## config.mk

```make
export PLATFORM = sky130hd
export DESIGN_NAME = iq_cut_sat_agc_flat
export DESIGN_NICKNAME = d
export VERILOG_FILES = /design/src/rtl/iq_cut_sat_agc_pkg.sv /design/src/rtl/iq_cut_sat_agc_if.sv /design/src/rtl/iq_cut_sat_agc_lzc.sv /design/src/rtl/iq_cut_sat_agc.sv /design/src/flat_wrapper.sv
export SDC_FILE = /design/constraint.sdc
export NUM_CORES = 1
export LEC_CHECK = 0
export CAP_MARGIN = 5
export CORE_ASPECT_RATIO = 1.1
export CORE_MARGIN = 4
export CORE_UTILIZATION = 55
export CTS_CLUSTER_SIZE = 8
export DETAILED_ROUTE_END_ITERATION = 12
export PLACE_DENSITY = 0.94
export SETUP_SLACK_MARGIN = 0.02
export SYNTH_ARGS = -nofsm -noshare
export SYNTH_HDL_FRONTEND = slang
export SYNTH_SLANG_ARGS = --single-unit
```

## constraint.sdc

```tcl
create_clock -name clk -period 7.8 [get_ports clk]
set_input_delay 1.56 -clock clk [delete_from_list [all_inputs] [get_ports clk]]
set_output_delay 1.56 -clock clk [all_outputs]
set_load 0.05 [all_outputs]
```

## src/rtl/iq_cut_sat_agc_pkg.sv

```systemverilog
// Shared constants, width helpers and control states for the I/Q requantiser.
package iq_cut_pkg;

    function automatic int max_shift(input int in_w, input int out_w);
        return in_w - out_w;
    endfunction

    function automatic int shift_w(input int in_w, input int out_w);
        return $clog2(in_w - out_w + 1);
    endfunction

    function automatic longint sat_hi(input int out_w);
        return (longint'(1) <<< (out_w - 1)) - 1;
    endfunction

    function automatic longint sat_lo(input int out_w);
        return -(longint'(1) <<< (out_w - 1));
    endfunction

    localparam logic [0:0] ACCUM = 1'b0;
    localparam logic [0:0] CLOSE = 1'b1;

endpackage

```

## src/rtl/iq_cut_sat_agc_if.sv

```systemverilog
// Streaming I/Q bus: input beat handshake plus requantised output beat.
interface iq_cut_sat_agc_if
    import iq_cut_pkg::*;
#(
    parameter int IN_W  = 32,
    parameter int OUT_W = 16
);
    localparam int SHIFT_W = shift_w(IN_W, OUT_W);

    logic [IN_W-1:0]    data_i;
    logic [IN_W-1:0]    data_q;
    logic               in_valid;
    logic               in_last;
    logic               in_ready;
    logic [OUT_W-1:0]   data_out_i;
    logic [OUT_W-1:0]   data_out_q;
    logic               out_valid;
    logic               out_last;
    logic               out_sat;
    logic               out_ready;
    logic [SHIFT_W-1:0] gain_used;

    modport master (
        output data_i, data_q, in_valid, in_last, out_ready,
        input  in_ready, data_out_i, data_out_q, out_valid,
        input  out_last, out_sat, gain_used
    );

    modport slave (
        input  data_i, data_q, in_valid, in_last, out_ready,
        output in_ready, data_out_i, data_out_q, out_valid,
        output out_last, out_sat, gain_used
    );
endinterface

```

## src/rtl/iq_cut_sat_agc_lzc.sv

```systemverilog
// Leading-zero count of the peak mask, clamped to the largest usable gain.
module iq_headroom_lzc #(
    parameter int W   = 31,
    parameter int MAX = 16,
    parameter int OW  = 5
) (
    input  logic [W-1:0]  v,
    output logic [OW-1:0] cnt
);
    int   n;
    logic found;

    always_comb begin
        n     = W;
        found = 1'b0;
        for (int i = W - 1; i >= 0; i--) begin
            if (!found && v[i]) begin
                n     = W - 1 - i;
                found = 1'b1;
            end
        end
        cnt = (n > MAX) ? OW'(MAX) : OW'(n);
    end
endmodule

```

## src/rtl/iq_cut_sat_agc.sv

```systemverilog
// I/Q requantiser with saturation, frame statistics and auto gain.
// Define IQ_CUT_ROUND_EN for round-half-up; otherwise floor.
module iq_cut_sat_agc
    import iq_cut_pkg::*;
#(
    parameter int IN_W  = 32,
    parameter int OUT_W = 16,
    parameter int CNT_W = 16,
    localparam int MAX_SHIFT = max_shift(IN_W, OUT_W),
    localparam int SHIFT_W   = shift_w(IN_W, OUT_W)
) (
    input  logic               clk,
    input  logic               rst_n,
    input  logic               auto_en,
    input  logic [SHIFT_W-1:0] cut_gain,
    iq_cut_sat_agc_if.slave    bus,
    output logic               frame_done,
    output logic [CNT_W-1:0]   frame_sat_cnt,
    output logic [SHIFT_W-1:0] frame_gain
);
    localparam logic signed [IN_W:0] SAT_HI = (IN_W+1)'(sat_hi(OUT_W));
    localparam logic signed [IN_W:0] SAT_LO = (IN_W+1)'(sat_lo(OUT_W));

    logic [0:0]         state;
    logic [SHIFT_W-1:0] auto_gain;
    logic [SHIFT_W-1:0] g_eff;
    logic [SHIFT_W-1:0] sh;
    logic [SHIFT_W-1:0] lzc;
    logic [IN_W-2:0]    mask;
    logic [IN_W-2:0]    mask_nx;
    logic [CNT_W-1:0]   cnt;
    logic [CNT_W-1:0]   cnt_nx;
    logic [OUT_W:0]     rq_i;
    logic [OUT_W:0]     rq_q;
    logic               acc;
    logic               sat;

    // Result is {saturated, sample}.
    function automatic logic [OUT_W:0] requant(
        input logic [IN_W-1:0]    x,
        input logic [SHIFT_W-1:0] s
    );
        logic signed [IN_W:0] v;
        logic signed [IN_W:0] y;
        v = signed'({x[IN_W-1], x});
`ifdef IQ_CUT_ROUND_EN
        if (s != '0)
            v = v + signed'((IN_W+1)'(1) << (s - 1'b1));
`endif
        y = v >>> s;
        if (y > SAT_HI)
            return {1'b1, SAT_HI[OUT_W-1:0]};
        if (y < SAT_LO)
            return {1'b1, SAT_LO[OUT_W-1:0]};
        return {1'b0, y[OUT_W-1:0]};
    endfunction

    assign bus.in_ready = ~bus.out_valid | bus.out_ready;
    assign acc          = bus.in_valid & bus.in_ready;
    assign frame_done   = (state == CLOSE);

    always_comb begin
        g_eff = cut_gain;
        if (auto_en)
            g_eff = auto_gain;
        else if (cut_gain > SHIFT_W'(MAX_SHIFT))
            g_eff = SHIFT_W'(MAX_SHIFT);
    end

    assign sh   = SHIFT_W'(MAX_SHIFT) - g_eff;
    assign rq_i = requant(bus.data_i, sh);
    assign rq_q = requant(bus.data_q, sh);
    assign sat  = rq_i[OUT_W] | rq_q[OUT_W];

    // Sign-folded magnitude bits; the last frame sample must be included.
    assign mask_nx = mask
                   | (bus.data_i[IN_W-2:0] ^ {(IN_W-1){bus.data_i[IN_W-1]}})
                   | (bus.data_q[IN_W-2:0] ^ {(IN_W-1){bus.data_q[IN_W-1]}});

    assign cnt_nx = (sat && cnt != '1) ? cnt + 1'b1 : cnt;

    iq_headroom_lzc #(
        .W   (IN_W - 1),
        .MAX (MAX_SHIFT),
        .OW  (SHIFT_W)
    ) u_lzc (
        .v   (mask_nx),
        .cnt (lzc)
    );

    always_ff @(posedge clk or negedge rst_n) begin
        if (!rst_n) begin
            state          <= ACCUM;
            auto_gain      <= '0;
            mask           <= '0;
            cnt            <= '0;
            frame_sat_cnt  <= '0;
            frame_gain     <= '0;
            bus.out_valid  <= 1'b0;
            bus.out_last   <= 1'b0;
            bus.out_sat    <= 1'b0;
            bus.data_out_i <= '0;
            bus.data_out_q <= '0;
            bus.gain_used  <= '0;
        end else begin
            state <= (acc && bus.in_last) ? CLOSE : ACCUM;
            if (bus.in_ready)
                bus.out_valid <= bus.in_valid;
            if (acc) begin
                bus.data_out_i <= rq_i[OUT_W-1:0];
                bus.data_out_q <= rq_q[OUT_W-1:0];
                bus.out_sat    <= sat;
                bus.out_last   <= bus.in_last;
                bus.gain_used  <= g_eff;
                if (bus.in_last) begin
                    mask          <= '0;
                    cnt           <= '0;
                    frame_sat_cnt <= cnt_nx;
                    frame_gain    <= lzc;
                    auto_gain     <= lzc;
                end else begin
                    mask <= mask_nx;
                    cnt  <= cnt_nx;
                end
            end
        end
    end
endmodule
```

## src/flat_wrapper.sv

```systemverilog
// flat-port wrapper written by rule: the top's interface ports become plain ports
module iq_cut_sat_agc_flat import iq_cut_pkg::*;
#(
    parameter int IN_W  = 32,
    parameter int OUT_W = 16,
    parameter int CNT_W = 16,
    localparam int MAX_SHIFT = max_shift(IN_W, OUT_W),
    localparam int SHIFT_W   = shift_w(IN_W, OUT_W)
)
  (clk, rst_n, auto_en, cut_gain, frame_done, frame_sat_cnt, frame_gain, bus_data_i, bus_data_q, bus_in_valid, bus_in_last, bus_out_ready, bus_in_ready, bus_data_out_i, bus_data_out_q, bus_out_valid, bus_out_last, bus_out_sat, bus_gain_used);
  iq_cut_sat_agc_if #(.IN_W(IN_W), .OUT_W(OUT_W)) bus_i ();
  input  logic clk;
  input  logic rst_n;
  input  logic auto_en;
  input  logic [SHIFT_W-1:0] cut_gain;
  output logic frame_done;
  output logic [CNT_W-1:0] frame_sat_cnt;
  output logic [SHIFT_W-1:0] frame_gain;
  input wire logic [$bits(bus_i.data_i)-1:0] bus_data_i;
  input wire logic [$bits(bus_i.data_q)-1:0] bus_data_q;
  input wire logic [$bits(bus_i.in_valid)-1:0] bus_in_valid;
  input wire logic [$bits(bus_i.in_last)-1:0] bus_in_last;
  input wire logic [$bits(bus_i.out_ready)-1:0] bus_out_ready;
  output wire logic [$bits(bus_i.in_ready)-1:0] bus_in_ready;
  output wire logic [$bits(bus_i.data_out_i)-1:0] bus_data_out_i;
  output wire logic [$bits(bus_i.data_out_q)-1:0] bus_data_out_q;
  output wire logic [$bits(bus_i.out_valid)-1:0] bus_out_valid;
  output wire logic [$bits(bus_i.out_last)-1:0] bus_out_last;
  output wire logic [$bits(bus_i.out_sat)-1:0] bus_out_sat;
  output wire logic [$bits(bus_i.gain_used)-1:0] bus_gain_used;
  assign bus_i.data_i = bus_data_i;
  assign bus_i.data_q = bus_data_q;
  assign bus_i.in_valid = bus_in_valid;
  assign bus_i.in_last = bus_in_last;
  assign bus_i.out_ready = bus_out_ready;
  assign bus_in_ready = bus_i.in_ready;
  assign bus_data_out_i = bus_i.data_out_i;
  assign bus_data_out_q = bus_i.data_out_q;
  assign bus_out_valid = bus_i.out_valid;
  assign bus_out_last = bus_i.out_last;
  assign bus_out_sat = bus_i.out_sat;
  assign bus_gain_used = bus_i.gain_used;
  iq_cut_sat_agc #(.IN_W(IN_W), .OUT_W(OUT_W), .CNT_W(CNT_W)) u_core (.clk(clk), .rst_n(rst_n), .auto_en(auto_en), .cut_gain(cut_gain), .bus(bus_i), .frame_done(frame_done), .frame_sat_cnt(frame_sat_cnt), .frame_gain(frame_gain));
endmodule
```

# [After elaboration in Yosys (flattened, before gate mapping)]
# Cells that the tools add are included.
[word_totals] ff_bits=109 output_inout_bits=63
[op_classes] addsub=2 order_cmp=6 n_eq_ne=1 shift=2 n_mux=82 bitwise=8 n_reduce_logical=63
[op_table] op="$mux W32" count=30
[op_table] op="$mux W17" count=8
[op_table] op="$gt A33 B16 Y1 const B" count=2
[op_table] op="$lt A33 B16 Y1 const B" count=2
[op_table] op="$sshr A32 B5 Y33" count=2
[op_table] op="$or A31 B31 Y31" count=2
[op_table] op="$xor A31 B31 Y31" count=2
[op_table] op="$mux W1" count=37
[op_table] op="$gt A32 B6 Y1 const B" count=1
[op_table] op="$logic_and A1 B1 Y1" count=32
[op_table] op="$mux W16" count=2
[op_table] op="$mux W31" count=1
[op_table] op="$logic_not A1 Y1" count=30
[op_table] op="$mux W5" count=4
[op_table] op="$add A16 B1 Y16 const B" count=1
[op_table] op="$ne A16 B16 Y1 const B" count=1
[op_table] op="$gt A5 B5 Y1 const B" count=1
[op_table] op="$sub A5 B5 Y5 const A" count=1
[op_table] op="$or A1 B1 Y1" count=2
[op_table] op="$reduce_and A2 Y1" count=1
[op_table] op="$and A1 B1 Y1" count=1
[op_table] op="$not A1 Y1" count=1

# [Depth between registers and ports, before layout]
# Gate-level depths: netlist (run 1).
[logic_depth] ltp_word=96 depth_mapped=24 ltp_nobuf=14

# [By module]
# Synthesis (run 1) repeated with hierarchy kept, for this count alone.
[unflattened] hier_cells=1376 hier_area_um2=10121.0
[modules_own_cells] module="iq_cut_sat_agc" n_inst=1 cells_each=1347 area_per_inst_um2=9920.8 seq_area_each_um2=2727.6
[modules_own_cells] module="iq_headroom_lzc" n_inst=1 cells_each=29 area_per_inst_um2=200.2 seq_area_each_um2=0.0

# [Worst setup path after synthesis (run 1)]
# OpenSTA, ideal clock, no wires.
[synth_path] path_type="input to register" start="input port cut_gain[0]" end="register u_core.cnt[2]" arrival_ns=6.891 setup_slack_ns=0.770 cell_stages=22 cell_sequence="or3b_4 nand2_8 inv_6 buf_8 buf_8 buf_4 buf_1 clkbuf_1 ha_1 clkbuf_1 inv_2 buf_1 mux4_2 mux2_2 a21boi_1 a41o_1 and2_1 a31o_2 buf_4 buf_6 o311ai_0 o41ai_1"
[synth_between] elab_chain_len=14 word_cells_on_any_way=26
[synth_rtl] item="start, declared" line_no="flat_wrapper.sv:15" text="input logic [SHIFT_W-1:0] cut_gain;"
[synth_rtl] item="$gt A5 B5 Y1" line_no="iq_cut_sat_agc.sv:66" text="else if (cut_gain > SHIFT_W'(MAX_SHIFT))"
[synth_rtl] item="$mux W5 (*)" line_no="iq_cut_sat_agc.sv:66"
[synth_rtl] item="$mux W5 (*)" line_no="iq_cut_sat_agc.sv:64" text="if (auto_en)"
[synth_rtl] item="$sub A5 B5 Y5 (*)" line_no="iq_cut_sat_agc.sv:70" text="assign sh = SHIFT_W'(MAX_SHIFT) - g_eff;"
[synth_rtl] item="$sshr A32 B5 Y33" line_no="iq_cut_sat_agc.sv:50" text="y = v >>> s;"
[synth_rtl] item="$lt A33 B16 Y1" line_no="iq_cut_sat_agc.sv:53" text="if (y < SAT_LO)"
[synth_rtl] item="$mux W1 (2 in series)" line_no="iq_cut_sat_agc.sv:53"
[synth_rtl] item="$mux W17" line_no="iq_cut_sat_agc.sv:55" text="return {1'b0, y[OUT_W-1:0]};"
[synth_rtl] item="$mux W17" line_no="iq_cut_sat_agc.sv:53"
[synth_rtl] item="$or A1 B1 Y1 (*)" line_no="iq_cut_sat_agc.sv:73" text="assign sat = rq_i[OUT_W] | rq_q[OUT_W];"
[synth_rtl] item="$logic_and A1 B1 Y1 (*)" line_no="iq_cut_sat_agc.sv:80" text="assign cnt_nx = (sat && cnt != '1) ? cnt + 1'b1 : cnt;"
[synth_rtl] item="$mux W16 (*)" line_no="iq_cut_sat_agc.sv:80"
[synth_rtl] item="$mux W16 (*)" line_no="iq_cut_sat_agc.sv:115" text="if (bus.in_last) begin"
[synth_rtl] item="end signal, assigned" line_no="iq_cut_sat_agc.sv:123" text="cnt <= cnt_nx;"
[synth_rtl] item="end, declared" line_no="iq_cut_sat_agc.sv:31" text="logic [CNT_W-1:0] cnt;"
# Every way passes the cells marked *; elsewhere a longest branch is shown, timed or not. The select of a mux whose other input is x is not followed.
# A chain may end at the register's enable or synchronous reset.

# [Worst setup path in the final report (run 1)]
[layout_path] start="input port auto_en" end="register u_core.frame_sat_cnt[10]"
[layout_between] elab_chain_len=11 word_cells_on_any_way=23
[layout_rtl] item="start, declared" line_no="flat_wrapper.sv:14" text="input logic auto_en;"
[layout_rtl] item="$mux W5 (*)" line_no="iq_cut_sat_agc.sv:64"
[layout_rtl] item="$sub A5 B5 Y5 (*)" line_no="iq_cut_sat_agc.sv:70"
[layout_rtl] item="$sshr A32 B5 Y33" line_no="iq_cut_sat_agc.sv:50"
[layout_rtl] item="$lt A33 B16 Y1" line_no="iq_cut_sat_agc.sv:53"
[layout_rtl] item="$mux W1 (2 in series)" line_no="iq_cut_sat_agc.sv:53"
[layout_rtl] item="$mux W17" line_no="iq_cut_sat_agc.sv:55"
[layout_rtl] item="$mux W17" line_no="iq_cut_sat_agc.sv:53"
[layout_rtl] item="$or A1 B1 Y1 (*)" line_no="iq_cut_sat_agc.sv:73"
[layout_rtl] item="$logic_and A1 B1 Y1 (*)" line_no="iq_cut_sat_agc.sv:80"
[layout_rtl] item="$mux W16 (*)" line_no="iq_cut_sat_agc.sv:80"
[layout_rtl] item="end signal, assigned" line_no="iq_cut_sat_agc.sv:118" text="frame_sat_cnt <= cnt_nx;"
[layout_rtl] item="end, declared" line_no="iq_cut_sat_agc.sv:18" text="output logic [CNT_W-1:0] frame_sat_cnt,"
# Marked as above.

==> results.py, run 1 <==
metrics = {
    "critical_path": {
        "cpPeakStageDelay_ns": 0.78,
        "crit_top_cell": "buf_4",
        "cp_num_buf_inv": 5,
        "worst_path_max_delay_cell": "buf_4",
        "crit_fanout": 68,
        "path_cells": "clkdlybuf4s50_1 -> buf_4 -> nand2_1 -> nand2_8 -> inv_6 -> buf_4 -> mux2i_1 -> mux4_2 -> or3b_1 -> o41a_1 -> o311ai_2 -> and2_1 -> and3_1 -> buf_4 -> o21ai_0 -> a31oi_1",
        "cp-end-kind": "register",
        "critical_path_class": "in -> reg",
        "arrival_ns": 6.85,
        "crit_required_ns": 8.06,
        "start_kind": "primary input",
        "crit_family": "buffers and inverters",
    },
    "place": {
        "dp_hpwl_um": 21800,
        "port_buffers": 137,
        "placed_cell_area_um2": 9971,
        "routabilityCongestion": 0.9938,
    },
    "global_routing": {
        "grt_pass1_wl_um": 45600,
        "grt_antenna_before_repair": 0,
        "grt-ovfl-total": 0,
        "grt.total_usage_pct": 32.12,
        "grt_pass1_vias": 8422,
        "grt_max_degree": 69,
    },
    "clock_tree": {
        "hold_buffers": 0,
        "cts.clk_slew.worst_paths_ns": 0.07,
        "clock_path_buffers": 2,
        "tritoncts": "built",
        "cts-root-buf": "clkbuf_16",
        "cts_max_level": 3,
        "numCtsBuffers": 9,
        "cts-resized-gates": 0,
        "cts_setup_buffers": 0,
        "cts.sinks": 94,
        "insertion_delay_ns": 0.35,
    },
    "layout": {
        "nets": 1189,
        "ff_latch_area_um2": 2352,
        "syn_to_final_growth_pct": 20.10,
        "layout-drive-gt1-share_pct": 9.229,
        "num_antenna_cells": 0,
        "multi_input_area_um2": 5737,
        "n_fill_cell": 1263,
        "final_design_area_no_fill_um2": 10260,
    },
    "sta": {
        "skew_ns": 0.009178,
        "fmax_ghz": 0.1516,
        "maxSlewHeadroom_pct": 23.75,
        "fin_setup_tns_ns": 0,
        "tightest_slew_ns": 1.135,
        "drv_slew": 0,
        "rsz0062_at_grt": "no",
        "post-route-period-util_pct": 84.55,
        "setup_viol": 0,
        "hold_viol": 0,
        "period_minus_slack_ns": 6.595,
    },
    "synthesis": {
        "synthDistinctLibCells": 78,
        "ys_async_sr_fraction_pct": 100.0,
        "yosysWarnings": 0,
        "ys_seq_area_share_pct": 27.52,
        "syn_area_per_cell_um2": 8.363,
        "ys_ff_latch": 94,
        "ys.flop_type": "dfrtp_1",
        "synthesis.area_um2": 8547,
        "synth_edf_count": 0,
        "synth_fp_nets": 1099,
        "syn_inst": 1022,
    },
    "floorplanning": {
        "rows": 47,
        "dieArea_um2": 17600,
        "num_io_pins": 138,
        "start_util_pct": 56.33,
        "die-height_um": 138.7,
        "core_area_um2": 15170,
        "die_w_um": 126.9,
    },
    "flow_run": {
        "maxCapViolCount": 0,
    },
    "power": {
        "power_density_nw_per_um2": 242.2,
        "vdd_drop_max_uv": 122.3,
        "cellLeakagePower_nw": 4.469,
    },
    "hold_path": {
        "hp-class": "reg -> reg",
    },
    "drt": {
        "vias": 8792,
        "route.detailed.drc": 0,
        "wl_um": 28860,
        "viasPerCell": 6.701,
        "drt_iter0_markers": 984,
        "drt-wirelength-per-cell_um": 21.99,
        "postRouteAntennaNets": 0,
        "first_pass_iters": 6,
    },
    "run_status": {
        "outcome": "complete, no violations",
    },
}
[worst paths after layout]
| kind | slack [ns] | to | depth (start not counted) | start |
|---|---|---|---|---|
| max | 1.20 | u_core.frame_sat_cnt[10]$_DFFE_PN0P_ | 16 | auto_en |
| min | 0.47 | u_core.bus.data_out_q[14]$_DFFE_PN0P_ | 2 | u_core.bus.data_out_q[14]$_DFFE_PN0P_ |
| max reg2reg | 2.56 | u_core.frame_sat_cnt[10]$_DFFE_PN0P_ | 14 | u_core.frame_gain[0]$_DFFE_PN0P_ |
| min reg2reg | 0.47 | u_core.bus.data_out_q[14]$_DFFE_PN0P_ | 2 | u_core.bus.data_out_q[14]$_DFFE_PN0P_ |
| max in group asynchronous | 5.50 | u_core.bus.data_out_q[2]$_DFFE_PN0P_ | 2 | rst_n |
| min in group asynchronous | 1.14 | u_core.frame_sat_cnt[0]$_DFFE_PN0P_ | 1 | rst_n |
[report_power, final]
group	leakage [nW]	switching, mW	internal, mW	total [mW]
Sequential	1.15	0.0847	0.596	0.680
Combinational	3.18	0.861	0.497	1.36
Clock	0.142	0.199	0.249	0.448
Total	4.47	1.14	1.34	2.49
[tightest hold or removal path: stages, from the launching register on]
cell and delay [ns]:
dfrtp_1 0.34, nand2_1 0.05, nand2_1 0.05
[flip-flops by register name, indices dropped and copies added, names as in the netlist]
name,flops
u_core.bus.out_sat,1
u_core.frame_sat_cnt,16
u_core.bus.gain_used,5
u_core.bus.data_out_q,16
u_core.frame_gain,5
u_core.frame_done,1
u_core.cnt,16
u_core.mask,16
u_core.bus.out_last,1
u_core.bus.out_valid,1
u_core.bus.data_out_i,16
[cell usage after synthesis, types with 3 or more instances]
cell      instances  share of area [%]
nor3b_1           3               0.26
a31oi_1          34                2.5
xor2_1           31                3.2
buf_2             3               0.18
o311ai_0          5               0.51
or4_1            11               0.97
a21o_1            8               0.70
inv_1            13               0.57
clkbuf_1         57                2.5
a31o_2            4               0.41
nor2_1           73                3.2
and3_1           18                1.3
a32oi_1           3               0.31
a21oi_1          32                1.9
nor3_1           22                1.3
mux4_2           31                8.2
buf_6             4               0.53
buf_1            15               0.66
mux2i_1         106                 12
or3_1            18                1.3
a22oi_1           3               0.26
buf_8             3               0.53
a211oi_1         30                2.6
o41ai_1           3               0.31
or2_2             3               0.22
o211ai_1         21                1.8
mux2_2            7               0.92
xnor2_1           6               0.61
o21ai_1           4               0.23
and2_1           12               0.88
o21ai_0          71                4.2
nand2_1         157                6.9
dfrtp_1          94                 28
nand3_1          53                3.1
nand4_1          10               0.73
[kinds of logic (layout without fill, tap and decap cells)]
logic type | Yosys count | count (layout) | synth area share, %
XOR/XNOR | 37 | 37 | 3.792
multiplexers | 146 | 146 | 21.81
adder cells (fa/ha/maj) | 2 | 2 | 0.2927
AND/OR/NAND/NOR | 393 | 393 | 21.64
flip-flops | 94 | 94 | 27.52
buffers and inverters | 101 | 195 | 5.563
AO/OA/AOI/OAI | 249 | 249 | 19.38
[cells in the final DEF, fill, tap and decap left out, types with 3 or more instances in the layout]
master and instances:
nor2_1 72, or4_1 11, mux2_2 7, a32oi_1 3
o21ai_1 4, a31oi_1 34, a211oi_1 30, inv_1 13
o211ai_1 21, o311ai_0 5, clkbuf_16 9, buf_4 28
clkdlybuf4s50_1 136, or2_2 3, nand4_1 10, and3_1 18
inv_6 3, o21ai_0 71, dfrtp_1 94, a22oi_1 3
a21o_1 8, xnor2_1 5, nand3_1 53, xor2_1 31
mux4_2 31, a21oi_1 32, mux2i_1 106, a31o_2 4
nor3b_1 3, and2_1 12, or3_1 18, o41ai_1 3
nand2_1 156, nor3_1 22
[metrics by stage]
step	instances	worst slack [ns]	util (%)	power (mW)	hold slack, ns
floorplan	1022	0.7697	-	1.607	0.4513
global placement	1297	1.125	65.72	2.005	0.4523
detailed placement	1297	0.9158	65.72	2.028	0.4546
CTS	1312	1.266	67.66	2.476	0.4701
global route	1312	0.8959	67.66	2.614	0.4963
finish	1312	1.205	67.66	2.486	0.4684
[layout make-up]
class	instances	area share, %
Inverter	16	0.6338
Timing Repair Buffer	164	15.31
Tap cell	196	2.389
Clock inverter	6	0.6704
Clock buffer	9	2.194
Sequential cell	94	22.92
Multi-Input combinational cell	827	55.89
[layer usage]
layer	share of wire, %	wire length [µm]	GRT usage (%)
met1	36	10510	39.22
met2	50	14450	55.91
met3	8.4	2438	4.738
met4	5.1	1462	14.23
met5	0	0	0
Power figures use the tool's default switching activity.
==> run 2: changes to the inputs <==
- clock period: 7.8 -> 6.5 ns (I/O delays scaled with it)
==> run 2 against run 1 <==
Power up 21%. Final cell count rose by 0.38%. Highest routed layer unchanged. Critical path depth increased by 1. Die area stayed put. Setup slack got worse by 0.57 ns. Sequential share of layout area down 0.13 points. Clock skew decreased by 0.00080 ns. Utilization rose by 0.38 points. Non-clock buffer count is 4 higher. First-iteration DRC count increased by 13%. Critical endpoint is now u_core.frame_sat_cnt[5]$_DFFE_PN0P_. Register-to-register slack got worse by 0.56 ns.
==> results.py, run 2 (synthesis results as in run 1) <==
metrics = {
    "run_status": {
        "outcome": "complete, no violations",
    },
    "global_routing": {
        "grt-ovfl-total": 0,
        "grtUsageMet3_pct": 4.584,
        "grt_pass1_vias": 8551,
        "use_met2_pct": 53.68,
        "gr-usage-met1_pct": 39.43,
        "grt.busiest_layer": "met2",
        "grt_pass1_wl_um": 44600,
        "grt.total_usage_pct": 31.25,
        "grt_max_degree": 69,
        "grt_antenna_before_repair": 0,
    },
    "layout": {
        "nets": 1193,
        "layout-drive-gt1-share_pct": 9.545,
        "mostFrequentLayoutCell": "nand2_1",
        "layout_common_cells": "nand2_1, clkdlybuf4s50_1, mux2i_1",
        "fin_cells": 1317,
        "syn_to_final_growth_pct": 20.77,
        "num_antenna_cells": 0,
        "postLayoutCoreUtil_pct": 68.04,
        "final_design_area_no_fill_um2": 10320,
    },
    "clock_tree": {
        "insertion_delay_ns": 0.36,
        "cts.clk_slew.worst_paths_ns": 0.07,
        "cts.sinks": 94,
        "cts_setup_buffers": 0,
        "cts_max_level": 3,
        "clock_path_buffers": 2,
        "cts-root-buf": "clkbuf_16",
        "tritoncts": "built",
        "numCtsBuffers": 9,
        "hold_buffers": 0,
        "cts-resized-gates": 0,
    },
    "critical_path": {
        "ff2ff_path_depth": 16,
        "crit_fanout": 37,
        "crit_top_cell": "buf_4",
        "cp-end-kind": "register",
        "cpPeakStageDelay_ns": 0.50,
        "path_cells": "clkdlybuf4s50_1 -> or3b_4 -> nand2_8 -> inv_6 -> ha_1 -> or3_1 -> nand2_1 -> buf_4 -> mux4_2 -> or2_2 -> o41a_1 -> o311ai_2 -> and2_1 -> and3_1 -> buf_4 -> o21ai_0 -> a31oi_1",
        "arrival_ns": 6.11,
        "crit_required_ns": 6.75,
        "critical_path_class": "in -> reg",
        "cp.depth": 17,
        "cp_num_buf_inv": 4,
        "start_kind": "primary input",
        "worst_path_max_delay_cell": "or3b_4",
        "crit_family": "simple AND/OR/NAND/NOR gates",
    },
    "sta": {
        "post-route-period-util_pct": 90.18,
        "fin_setup_tns_ns": 0,
        "setup_viol": 0,
        "drv_slew": 0,
        "skew_ns": 0.008378,
        "rsz0062_at_grt": "no",
        "tightest_slew_ns": 0.9757,
        "maxSlewHeadroom_pct": 34.74,
        "hold_viol": 0,
        "fmax_ghz": 0.1706,
        "whs_ns": 0.4721,
        "period_minus_slack_ns": 5.862,
        "worst_slack_ns": 0.6385,
    },
    "hold_path": {
        "hp-class": "reg -> reg",
        "hold_path_depth": 2,
    },
    "drt": {
        "postRouteAntennaNets": 0,
        "wl_um": 27880,
        "drt_iter0_markers": 1116,
        "drt-wirelength-per-cell_um": 21.17,
        "first_pass_iters": 6,
        "viasPerCell": 6.647,
        "vias": 8754,
        "route.detailed.drc": 0,
    },
    "floorplanning": {
        "num_io_pins": 138,
        "dieArea_um2": 17600,
        "die_w_um": 126.9,
        "die-height_um": 138.7,
        "core_area_um2": 15170,
        "start_util_pct": 56.33,
        "rows": 47,
    },
    "power": {
        "finalPower_mw": 3.005,
        "power_density_nw_per_um2": 291.1,
        "cellLeakagePower_nw": 4.505,
        "vdd_drop_max_uv": 160.9,
    },
    "place": {
        "place_ws_ns": 0.3396,
        "port_buffers": 137,
        "placed_cell_area_um2": 10010,
        "dp_hpwl_um": 20870,
        "dp_cells": 1301,
        "routabilityCongestion": 1.022,
    },
    "flow_run": {
        "maxCapViolCount": 0,
    },
}
[run 2: cell type report]
type,count,area (µm²)
inverter,16,65.06
timing repair buffer,168,1614
clock inverter,4,52.55
clock buffer,12,256.5
tap,196,245.2
sequential,94,2352
multi-input combinational,827,5737
fill,1246,4850
[run 2: routing by layer]
metal  wire [µm]  share of wire (%)
met5           0                  0
met4        1120                4.0
met3        2263                8.1
met2       14060                 50
met1       10430                 37
[run 2: worst paths after layout]
| check | start | endpoint | slack (ns) |
|---|---|---|---|
| setup / recovery | cut_gain[0] | u_core.frame_sat_cnt[5]$_DFFE_PN0P_ | 0.64 |
| hold / removal | u_core.bus.data_out_q[3]$_DFFE_PN0P_ | u_core.bus.data_out_q[3]$_DFFE_PN0P_ | 0.47 |
| setup reg to reg | u_core.frame_gain[0]$_DFFE_PN0P_ | u_core.frame_sat_cnt[5]$_DFFE_PN0P_ | 2.00 |
| hold reg to reg | u_core.bus.data_out_q[3]$_DFFE_PN0P_ | u_core.bus.data_out_q[3]$_DFFE_PN0P_ | 0.47 |
| max in group asynchronous | rst_n | u_core.bus.data_out_q[4]$_DFFE_PN0P_ | 4.48 |
| min in group asynchronous | rst_n | u_core.frame_sat_cnt[2]$_DFFE_PN0P_ | 0.88 |
[run 2: power by group]
| part | switching [mW] | internal, mW | total, mW |
|---|---|---|---|
| sequential | 0.103 | 0.715 | 0.818 |
| clock | 0.240 | 0.322 | 0.562 |
| combinational | 1.02 | 0.602 | 1.63 |
[run 2: worst reg2reg max path, stage by stage, from the launching register on]
cell	delay [ns]
dfrtp_1	0.40
nand2_1	0.17
nand2_8	0.16
inv_6	0.05
ha_1	0.24
or3_1	0.44
nand2_1	0.14
buf_4	0.35
mux4_2	0.42
or2_2	0.31
o41a_1	0.33
o311ai_2	0.30
and2_1	0.22
and3_1	0.16
buf_4	0.29
o21ai_0	0.19
a31oi_1	0.23
==> run 3: changes to the inputs <==
- SLEW_MARGIN: unset -> 20
==> results of run 3 <==
No change in the layout: final DEF, timing and power equal those of run 2.
